$ cat src/rtl/hamming_weight_cal_tx_if.sv
// Byte-stream interface of the Hamming-weight frame transmitter.
// The upstream loader and the receiver-side observer use the master view; the block uses the slave view.
interface hamming_weight_cal_tx_if;
  logic [7:0]  in_data;
  logic        in_valid;
  logic        in_ready;
  logic [7:0]  bit_string;
  logic        busy;
  logic        frame_done;
  logic [10:0] tx_hamming_weight;

  modport master (
    output in_data, in_valid,
    input  in_ready, bit_string, busy, frame_done, tx_hamming_weight
  );

  modport slave (
    input  in_data, in_valid,
    output in_ready, bit_string, busy, frame_done, tx_hamming_weight
  );
endinterface

$ cat src/rtl/hamming_weight_cal_tx.sv
// Buffers one payload frame, then streams START_PACKET, the payload and one guard byte.
// It also reports the popcount of the frame that was just sent.
module hamming_weight_cal_tx #(
  parameter int         PAYLOAD_BYTES = 128,
  parameter logic [7:0] START_PACKET  = 8'hFF,
  parameter logic [7:0] IDLE_BYTE     = 8'h00
) (
  input logic                    clk,
  input logic                    rst,
  hamming_weight_cal_tx_if.slave bus
);

  localparam int IDX_W = (PAYLOAD_BYTES > 1) ? $clog2(PAYLOAD_BYTES) : 1;
  localparam logic [IDX_W-1:0] LAST_IDX = IDX_W'(PAYLOAD_BYTES - 1);
  localparam logic [IDX_W-1:0] ONE      = IDX_W'(1);

  typedef enum logic [1:0] {LOAD, START, SEND, GUARD} state_t;

  state_t           state;
  logic [IDX_W-1:0] wr_idx;
  logic [IDX_W-1:0] rd_idx;
  logic [10:0]      acc;
  logic [7:0]       bit_string_q;
  logic             frame_done_q;
  logic [10:0]      tx_hw_q;
  logic [7:0]       mem [PAYLOAD_BYTES];
  logic             accept;

  function automatic logic [3:0] popcount8(input logic [7:0] b);
    logic [3:0] n;
    n = '0;
    for (int i = 0; i < 8; i++) n = n + {3'b000, b[i]};
    return n;
  endfunction

  assign accept = bus.in_valid && (state == LOAD);

  // NOTE: the payload buffer has no reset; every entry is rewritten before it is read, and leaving it out keeps it a plain RAM.
  always_ff @(posedge clk) begin
    if (accept) mem[wr_idx] <= bus.in_data;
  end

  // NOTE: all state here uses non-blocking assignments so every register sees pre-edge values.
  // Each transition also loads the byte that belongs to the state being entered, so bit_string lines up with the state.
  always_ff @(posedge clk or posedge rst) begin
    if (rst) begin
      state        <= LOAD;
      wr_idx       <= '0;
      rd_idx       <= '0;
      acc          <= '0;
      bit_string_q <= IDLE_BYTE;
      frame_done_q <= 1'b0;
      tx_hw_q      <= '0;
    end else begin
      case (state)
        LOAD: begin
          if (accept) begin
            acc <= acc + {7'd0, popcount8(bus.in_data)};
            if (wr_idx == LAST_IDX) begin
              state        <= START;
              bit_string_q <= START_PACKET;
            end else begin
              wr_idx <= wr_idx + ONE;
            end
          end
        end
        START: begin
          state        <= SEND;
          rd_idx       <= '0;
          bit_string_q <= mem[0];
        end
        SEND: begin
          if (rd_idx == LAST_IDX) begin
            state        <= GUARD;
            bit_string_q <= IDLE_BYTE;
            frame_done_q <= 1'b1;
            tx_hw_q      <= acc;
            acc          <= '0;
            wr_idx       <= '0;
          end else begin
            rd_idx       <= rd_idx + ONE;
            bit_string_q <= mem[rd_idx + ONE];
          end
        end
        default: begin
          state        <= LOAD;
          bit_string_q <= IDLE_BYTE;
          frame_done_q <= 1'b0;
        end
      endcase
    end
  end

  assign bus.in_ready          = (state == LOAD);
  assign bus.busy              = (state != LOAD);
  assign bus.bit_string        = bit_string_q;
  assign bus.frame_done        = frame_done_q;
  assign bus.tx_hamming_weight = tx_hw_q;

endmodule

$ cat src/flat_wrapper.sv
// flat-port wrapper written by rule: the top's interface ports become plain ports
module hamming_weight_cal_tx_flat 
#(
  parameter int         PAYLOAD_BYTES = 128,
  parameter logic [7:0] START_PACKET  = 8'hFF,
  parameter logic [7:0] IDLE_BYTE     = 8'h00
)
  (clk, rst, bus_in_data, bus_in_valid, bus_in_ready, bus_bit_string, bus_busy, bus_frame_done, bus_tx_hamming_weight);
  hamming_weight_cal_tx_if bus_i ();
  input logic clk;
  input logic rst;
  input wire logic [$bits(bus_i.in_data)-1:0] bus_in_data;
  input wire logic [$bits(bus_i.in_valid)-1:0] bus_in_valid;
  output wire logic [$bits(bus_i.in_ready)-1:0] bus_in_ready;
  output wire logic [$bits(bus_i.bit_string)-1:0] bus_bit_string;
  output wire logic [$bits(bus_i.busy)-1:0] bus_busy;
  output wire logic [$bits(bus_i.frame_done)-1:0] bus_frame_done;
  output wire logic [$bits(bus_i.tx_hamming_weight)-1:0] bus_tx_hamming_weight;
  assign bus_i.in_data = bus_in_data;
  assign bus_i.in_valid = bus_in_valid;
  assign bus_in_ready = bus_i.in_ready;
  assign bus_bit_string = bus_i.bit_string;
  assign bus_busy = bus_i.busy;
  assign bus_frame_done = bus_i.frame_done;
  assign bus_tx_hamming_weight = bus_i.tx_hamming_weight;
  hamming_weight_cal_tx #(.PAYLOAD_BYTES(PAYLOAD_BYTES), .START_PACKET(START_PACKET), .IDLE_BYTE(IDLE_BYTE)) u_core (.clk(clk), .rst(rst), .bus(bus_i));
endmodule
$ cat config.mk
export PLATFORM = sky130hd
export DESIGN_NAME = hamming_weight_cal_tx_flat
export DESIGN_NICKNAME = d
export VERILOG_FILES = /design/src/rtl/hamming_weight_cal_tx_if.sv /design/src/rtl/hamming_weight_cal_tx.sv /design/src/flat_wrapper.sv
export SDC_FILE = /design/constraint.sdc
export NUM_CORES = 1
export LEC_CHECK = 0
export BUFFER_PORTS_ARGS = -buffer_cell sky130_fd_sc_hd__buf_4
export CAP_MARGIN = 0
export CORE_MARGIN = 2
export CORE_UTILIZATION = 42
export DETAILED_ROUTE_END_ITERATION = 10
export HOLD_SLACK_MARGIN = 0.06
export PLACE_DENSITY = 0.68
export SYNTH_ARGS = -nofsm -noshare
export SYNTH_HDL_FRONTEND = slang
export SYNTH_SLANG_ARGS = --single-unit
$ cat constraint.sdc
create_clock -name clk -period 3.8 [get_ports clk]
set_clock_uncertainty 0.15 [all_clocks]
set_input_delay 1.14 -clock clk [delete_from_list [all_inputs] [get_ports clk]]
set_output_delay 1.14 -clock clk [all_outputs]
set_load 0.01 [all_outputs]
* Yosys cells after proc, flatten, opt, wreduce, memory -nomap -nowiden *
Memory sizes are Yosys's and may differ from the RTL's.
Index checks and enable logic that the tools add are counted.

operators by class
  multiplexer cells = 21
  equal/unequal tests = 9
  bitwise operators = 1
  $add $sub $neg = 10
  reductions and logical operators = 13

operators by type and width
  cell                                                                      number
  7-bit two-way mux                                                         4
  7-bit case mux with 2 select lines                                        2
  4-bit by 1-bit adder with 4-bit output                                    6
  8-bit two-way mux                                                         3
  8-bit case mux with 3 select lines                                        1
  11-bit two-way mux                                                        2
  11-bit case mux with 2 select lines                                       1
  7-bit by 1-bit adder with 7-bit output (second input constant)            2
  7-bit equality test (second input constant)                               2
  11-bit by 4-bit adder with 11-bit output                                  1
  2-bit AND reduction                                                       4
  2-bit two-way mux                                                         3
  2-bit by 1-bit inequality test with 1-bit output (second input constant)  3
  2-bit case mux with 3 select lines                                        1
  3-bit AND reduction                                                       2
  2-bit nonzero test                                                        3
  2-bit inequality test (second input constant)                             2
  4-bit AND reduction                                                       1
  1-bit two-way mux                                                         3
  1-bit by 1-bit adder with 2-bit output                                    1
  2-bit by 1-bit equality test with 1-bit output (second input constant)    1
  2-bit equality test (second input constant)                               1
  2-bit zero test                                                           1
  1-bit case mux with 2 select lines                                        1
  other kinds (3)                                                           3

storage, ports and cells
  logic and storage cells = 62
  output and inout bits = 22
  bits in registers = 47
  memory bits (writable) = 1,024
  memories = 1
  bits of input ports = 11

memory list
  name        depth  width  rd ports  clocked after memory_dff  write ports  RTL line                     RTL
  u_core.mem  128    8      2         0                         1            hamming_weight_cal_tx.sv:26  logic [7:0] mem [PAYLOAD_BYTES];

* Logic depth before layout (Yosys ltp) *
Gate-level depths: netlist of the first run.

  depth after elaboration = 10
  gate-level depth with buffers = 16
  gate-level depth less buffers = 16

* Worst setup path before layout of the first run *
Ideal clock, no wire load.

  kind = input to register
  from = input bus_in_data[0]
  to = register u_core.acc[8]
  slack = -1.026 ns
  path buffers = 0
  stages = 15
  arrival = 4.540 ns
  required time = 3.514 ns
  setup time = 0.136 ns
  path through = ha_1 inv_1 fa_1 fa_1 fa_1 fa_1 inv_1 fa_1 a21o_1 a21oi_1 nor3_1 and2_1 nand4_1 xor2_1 nor2_1

between the ends
  longest elaborated chain between the ends = 10

RTL lines
  item                                                 RTL line                     RTL
  start, declared                                      flat_wrapper.sv:12           input wire logic [$bits(bus_i.in_data)-1:0] bus_in_data;
  1-bit by 1-bit adder with 2-bit output               hamming_weight_cal_tx.sv:32  for (int i = 0; i < 8; i++) n = n + {3'b000, b[i]};
  4-bit by 1-bit adder with 4-bit output (6 in a row)  hamming_weight_cal_tx.sv:32
  11-bit by 4-bit adder with 11-bit output             hamming_weight_cal_tx.sv:58  acc <= acc + {7'd0, popcount8(bus.in_data)};
  11-bit two-way mux                                   hamming_weight_cal_tx.sv:57  if (accept) begin
  11-bit case mux with 2 select lines                  hamming_weight_cal_tx.sv:55  case (state)
  end signal, assigned                                 hamming_weight_cal_tx.sv:58
  end, declared                                        hamming_weight_cal_tx.sv:22  logic [10:0] acc;

Every way passes these cells. The select of a mux whose other input is x is not followed.
A chain may end at the register's enable or synchronous reset.

* Worst setup path in the final report of the first run *
Ends and elaborated chain as after synthesis.

==> impl_metrics.yaml, run 1 <==
global_route:
  grt_pass1_vias: 20900
  grt-ovfl-total: 0
  grt_start_max_net_pins: 92
  grt_usage_pct: 19.5
  antenna_found_initial: 6
  grt_pass1_wl_mm: 146
synthesis:
  synth-main-ff-cell: "edfxtp_1"
  synth_warnings: 0
  avgSynthCellArea_um2: 21.5
  yosysSeqAreaShare_pct: 75.8
  yosys-top-cells-count: "1,024 x edfxtp_1, 310 x mux4_2, 154 x nor2_1, 75 x nand2_1"
  synth_cells: 1958
  yosysTopAreaCellShare_pct: 73.0
  synth_edf_count: 1024
  async_flop_share_pct: 4.39
  ys_ff_latch: 1071
  synthesis.nets: 1987
  synth_area_leader_cell: "edfxtp_1"
  yosysMostFrequentCell: "edfxtp_1"
  syn-cell-area_mm2: 0.0421
  synth.area.top_cells: "edfxtp_1 73%, mux4_2 17%, dfrtp_1 2.8%"
  ys_types: 51
timing:
  setup_violations: 9
  hold_viol: 0
  layout_setup_ws_ns: -0.549
  fmax_mhz: 230
  worst_pin_slew_ns: 1.08
  timing.slew.headroom_pct: 27.7
  rsz0062_at_grt: "yes"
  slew_violations: 0
  min_period_over_period_pct: 114
  fin_crit_ns: 4.35
worst_setup_path:
  cp-start-kind: "input pin"
  crit_path_max_fanout: 3
  endpoint_kind: "flip-flop"
  crit_arrival_ns: 4.74
  critPathRequiredTime_ns: 4.19
  critPathKind: "in2reg"
detailed_routing:
  routed_via_density: 5.80
  top_layer_used: "met5"
  wl_met1_mm: 40.2
  route.met2.wl_mm: 47.5
  drt-initial-drc-count: 2555
  dr.pass1.iters: 6
  drcViolationCount: 0
  postRouteAntennaNets: 0
  dr_wl_met3_mm: 9.43
  wl_per_cell_um: 27.8
  totalWireLength_mm: 99.3
  dr_total_vias: 20700
final_layout:
  fin_util_pct: 48.8
  nets: 2211
  drive_gt1_share_pct: 31.8
  area_growth_pct: 15.6
  num_antenna_cells: 0
  design_area_mm2: 0.0487
clock_tree:
  cts_buffers: 102
  cts_root_buf: "clkbuf_16"
  clock_path_buffers: 3
  htreeDepth: 3
  cts_tree: "yes"
  clkSlewWorstSetupHoldPaths_ns: 0.06
  clock-sinks: 1071
  clock_latency_ns: 0.68
floorplanning:
  ioPinCount: 33
  row_count: 116
  die_area_mm2: 0.103
  start_util_pct: 42.2
  die_h_um: 321
  core_area_mm2: 0.0997
  die_x_um: 321
pwr:
  seqPwrFrac_pct: 54.5
  p_sw_uw: 4650
  pwr-share-clk_pct: 44.2
  combPwrFrac_pct: 1.4
  intPower_uw: 19100
  powerDensity_mw_per_mm2: 487
  p_sw_share_pct: 19.6
  power_leakage_uw: 0.0162
  vdd_drop_max_mv: 0.332
place:
  dp_hpwl_mm: 62.7
  gp_congestion: 0.912
  postPlaceCellArea_mm2: 0.0451
  io_buffers: 32
run:
  max-cap-violations: 0
status:
  status: "finished with violations"
  failed_checks: "negative setup slack"
worst_hold_path:
  hold_path_class: "reg2reg"
## cells in the final DEF, fill, tap and decap left out, types with 4 or more instances in the layout
cell type / Yosys / routed
a211oi_1: 4 / 4
a21oi_1: 18 / 16
a22o_1: 12 / 12
a22oi_1: 21 / 21
a31oi_1: 6 / 6
a41oi_1: 4 / 4
and2_1: 5 / 4
and3_1: 8 / 8
buf_12: 0 / 14
buf_4: 11 / 204
bufinv_16: 0 / 16
clkbuf_1: 47 / 15
clkbuf_16: 0 / 102
clkinv_1: 1 / 22
clkinv_2: 0 / 21
clkinvlp_4: 0 / 4
dfrtp_1: 47 / 46
edfxtp_1: 1024 / 1024
ha_1: 13 / 11
inv_1: 18 / 15
inv_2: 1 / 4
inv_6: 0 / 4
mux2_2: 11 / 11
mux2i_1: 14 / 14
mux4_2: 310 / 310
nand2_1: 75 / 75
nand3_1: 14 / 14
nand4_1: 5 / 5
nor2_1: 154 / 154
nor2b_1: 10 / 10
nor3_1: 7 / 6
o21ai_0: 16 / 15
o21ai_1: 8 / 9
xnor2_2: 1 / 4
xor2_1: 12 / 11
## final timing paths
kind | cells after the start | endpoint | slack, ns | from
worst max-delay path | 16 | u_core.acc[8]$_DFFE_PP0P_ | -0.55 | bus_in_data[0]
worst min-delay path | 2 | u_core.rd_idx[5]$_DFFE_PP0P_ | 0.40 | u_core.rd_idx[5]$_DFFE_PP0P_
worst min register to register | 2 | u_core.rd_idx[5]$_DFFE_PP0P_ | 0.40 | u_core.rd_idx[5]$_DFFE_PP0P_
min in group asynchronous | 2 | u_core.bus.frame_done$_DFFE_PP0P_ | 0.47 | rst
worst max register to register | 9 | u_core.bus.bit_string[6]$_DFFE_PP0P_ | 0.04 | u_core.rd_idx[0]$_DFFE_PP0P_
max in group asynchronous | 3 | u_core.acc[1]$_DFFE_PP0P_ | 2.29 | rst
## final cells by class
cell class                 instances  area (um2)
clock buffer                     119        2640
timing repair buffer             221        1850
clock inverter                    70         840
inverter                          20        75.1
multi-input combinational        766        9710
tap                             1298        1620
sequential                      1071       31900
fill                            7774       51000
## timing repair
action | CTS | global route
resized for setup | 8 | 4
endpoints found under the setup margin | 9 | 10
gates cloned | 0 | 0
hold buffers | 0 | 0
buffers inserted | 3 | 3
pin swaps | 18 | 4
## metal layers
metal	vias up	global-route usage [%]
met3	139	4.99
li1	8561	-
met4	8	5.13
met1	11000	27.3
met2	935	30.7
met5	-	0
## flip-flops by register name, indices dropped and copies added, names as in the netlist
signal / cells
u_core.mem: 1024
u_core.acc: 11
u_core.bus.tx_hamming_weight: 11
u_core.bus.bit_string: 8
u_core.rd_idx: 7
u_core.wr_idx: 7
u_core.state: 2
u_core.bus.frame_done: 1
## logic make-up (layout without fill, tap and decap cells)
logic type | after synthesis | after routing | share of synthesized area, %
xor gates and xnor gates | 20 | 20 | 0.434
DFF | 1071 | 1071 | 75.8
adders and majority gates | 18 | 18 | 0.624
muxes | 335 | 335 | 17.2
and+or+nand+nor | 290 | 290 | 2.91
AOI/OAI and AO/OA | 103 | 103 | 1.63
buffers and inverters | 121 | 430 | 1.40
## power groups by stage
stage                     Sequential [uW]  Combinational [uW]  Clock (uW)
final                               12900                 327       10500
after global routing                12900                 359       11100
after CTS                           12900                 329       10600
after detailed placement            13200                 325           0
after global placement              13200                 306           0
after floorplan                     13200                64.1           0
## through the flow
step / power, uW / std cells / TNS (ns) / setup WS, ns / hold WS (ns)
2_1_floorplan: 13200 / 1958 / -7.31 / -0.909 / 0.323
3_3_place_gp: 13500 / 3371 / -11.41 / -1.36 / 0.356
3_5_place_dp: 13500 / 3371 / -11.41 / -1.37 / 0.380
4_1_cts: 23900 / 3563 / -3.27 / -0.517 / 0.395
5_1_grt: 24300 / 3565 / -4.60 / -0.615 / 0.432
6_report: 23700 / 3565 / -3.78 / -0.549 / 0.400
## critical path, cell delays in order
cell and delay (ns):
buf_8 0.10, ha_4 0.25, inv_2 0.03, fa_1 0.49
fa_1 0.44, fa_2 0.38, fa_2 0.59, inv_2 0.05
fa_2 0.35, a21o_1 0.18, a21oi_2 0.17, nor3_2 0.07
and2_4 0.19, nand4_1 0.08, xor2_1 0.17, nor2_1 0.05
(Power assumes the default switching activity.)
==> run 2, diff against run 1 <==
- SETUP_SLACK_MARGIN: default -> 0.1
- SKIP_LAST_GASP: default -> 1
==> impl_metrics.yaml, run 2 (synthesis results as in run 1) <==
final_layout:
  nets: 2211
  area_growth_pct: 15.6
  largest_register_ffs: 1024
  top_register: "u_core.mem"
  final_cell_mix: "1,024 x edfxtp_1, 310 x mux4_2, 204 x buf_4"
  drive_gt1_share_pct: 31.8
  nFillCells: 7776
  layout_commonest_cell: "edfxtp_1"
  design_area_mm2: 0.0487
  final_cells: 3565
  num_antenna_cells: 0
detailed_routing:
  postRouteAntennaNets: 0
  routed_via_density: 5.78
  dr_total_vias: 20600
  drt-initial-drc-count: 2572
  drcViolationCount: 0
  dr.pass1.iters: 6
  totalWireLength_mm: 99.2
  wl_per_cell_um: 27.8
pwr:
  power_leakage_uw: 0.0162
  power_uw: 23700
  powerDensity_mw_per_mm2: 487
  vdd_drop_max_mv: 0.333
timing:
  min_period_over_period_pct: 114
  hold_viol: 0
  slew_violations: 0
  layout_setup_ws_ns: -0.537
  worst_pin_slew_ns: 1.10
  finalSetupTns_ns: -3.77
  fmax_mhz: 231
  fin_crit_ns: 4.34
  setup_violations: 9
  rsz0062_at_grt: "yes"
  timing.slew.headroom_pct: 26.1
  holdWs_ns: 0.399
place:
  place_inst: 3371
  io_buffers: 32
  dp_hpwl_mm: 62.7
  gp_congestion: 0.912
  postPlaceCellArea_mm2: 0.0451
status:
  failed_checks: "negative setup slack"
  status: "finished with violations"
floorplanning:
  ioPinCount: 33
  core_area_mm2: 0.0997
  row_count: 116
  die_h_um: 321
  die_area_mm2: 0.103
  die_x_um: 321
  start_util_pct: 42.2
clock_tree:
  clock-sinks: 1071
  clock_latency_ns: 0.68
  cts_root_buf: "clkbuf_16"
  cts_tree: "yes"
  clock_path_buffers: 3
  htreeDepth: 3
  clkSlewWorstSetupHoldPaths_ns: 0.06
  cts_hold_buf: 0
  cts_buffers: 102
global_route:
  grt_start_max_net_pins: 92
  grt_pass1_wl_mm: 146
  grt_pass1_vias: 20900
  grt-ovfl-total: 0
  antenna_found_initial: 6
  grt_usage_pct: 19.5
worst_setup_path:
  cp-start-kind: "input pin"
  reg2reg_from: "u_core.rd_idx[0]$_DFFE_PP0P_"
  reg2reg_slack_ns: 0.12
  crit_arrival_ns: 4.73
  timing.rr.end: "u_core.bus.bit_string[5]$_DFFE_PP0P_"
  critPathRequiredTime_ns: 4.19
  endpoint_kind: "flip-flop"
  critPathKind: "in2reg"
  crit_path_max_fanout: 3
  r2r_cells: 8
run:
  max-cap-violations: 0
worst_hold_path:
  min_to: "u_core.rd_idx[5]$_DFFE_PP0P_"
  holdCritStartpoint: "u_core.rd_idx[5]$_DFFE_PP0P_"
  min_path_cells: 2
  hold_path_class: "reg2reg"
[run 2: changes by cell type in the layout (fill, tap and decap cells not counted)]
cell / previous run / this run
o21ai_1: 9 / 8
xnor2_2: 4 / 3
o21ai_2: 0 / 1
a2111oi_1: 0 / 1
a2111oi_0: 3 / 2
xnor2_1: 3 / 4
[run 2: metrics by stage]
step | util [%] | setup WS, ns
finish | 48.8 | -0.537
global route | 48.8 | -0.615
CTS | 48.8 | -0.517
detailed placement | 45.2 | -1.37
global placement | 45.2 | -1.36
floorplan | - | -0.909
[run 2: worst max-delay path by stage]
stage	startpoint	to	slack, ns	cells after the start
finish	bus_in_data[0]	u_core.acc[8]$_DFFE_PP0P_	-0.54	16
global route	bus_in_data[0]	u_core.acc[8]$_DFFE_PP0P_	-0.62	16
CTS	bus_in_data[0]	u_core.acc[8]$_DFFE_PP0P_	-0.52	16
detailed placement	bus_in_data[1]	u_core.acc[8]$_DFFE_PP0P_	-1.37	16
global placement	bus_in_data[1]	u_core.acc[6]$_DFFE_PP0P_	-1.36	16
floorplan	bus_in_data[1]	u_core.acc[8]$_DFFE_PP0P_	-0.91	15
[run 2: report_power, final]
group	internal (uW)	switching (uW)	leakage, uW	total (uW)
registers	12900	0	0.00982	12900
logic	64.9	258	0.00473	323
clock network	6080	4390	0.00169	10500
total	19100	4650	0.0162	23700
[run 2: cell type report]
type / count / area, um2 / share of cell area, %
clock buffer: 119 / 2640 / 5.42
clock inverter: 70 / 840 / 1.73
inverter: 20 / 75.1 / 0.154
multi-input combinational: 766 / 9710 / 20.0
sequential: 1071 / 31900 / 65.6
tap: 1298 / 1620 / 3.34
timing repair buffer: 221 / 1850 / 3.81
[run 2: layer usage]
layer | vias to the layer above | GRT usage [%] | part of all wire (%)
li1 | 8554 | - | -
met1 | 11000 | 27.3 | 41
met2 | 895 | 30.7 | 48
met3 | 141 | 4.99 | 9.2
met4 | 10 | 5.13 | 2.1
met5 | - | 0 | 0.13
[run 2: repair_timing]
| action | CTS | global route |
|---|---|---|
| endpoints found under the setup margin | 11 | 10 |
| gates resized for setup | 10 | 3 |
| pin swaps | 18 | 4 |
| setup buffers | 3 | 3 |
[run 2: worst max-delay path, stage by stage]
cell	delay, ns
buf_8	0.10
ha_4	0.25
inv_2	0.03
fa_1	0.49
fa_1	0.44
fa_2	0.38
fa_2	0.59
inv_2	0.05
fa_2	0.35
a21o_1	0.18
a21oi_2	0.16
nor3_2	0.06
and2_4	0.19
nand4_1	0.08
xor2_1	0.17
nor2_1	0.06
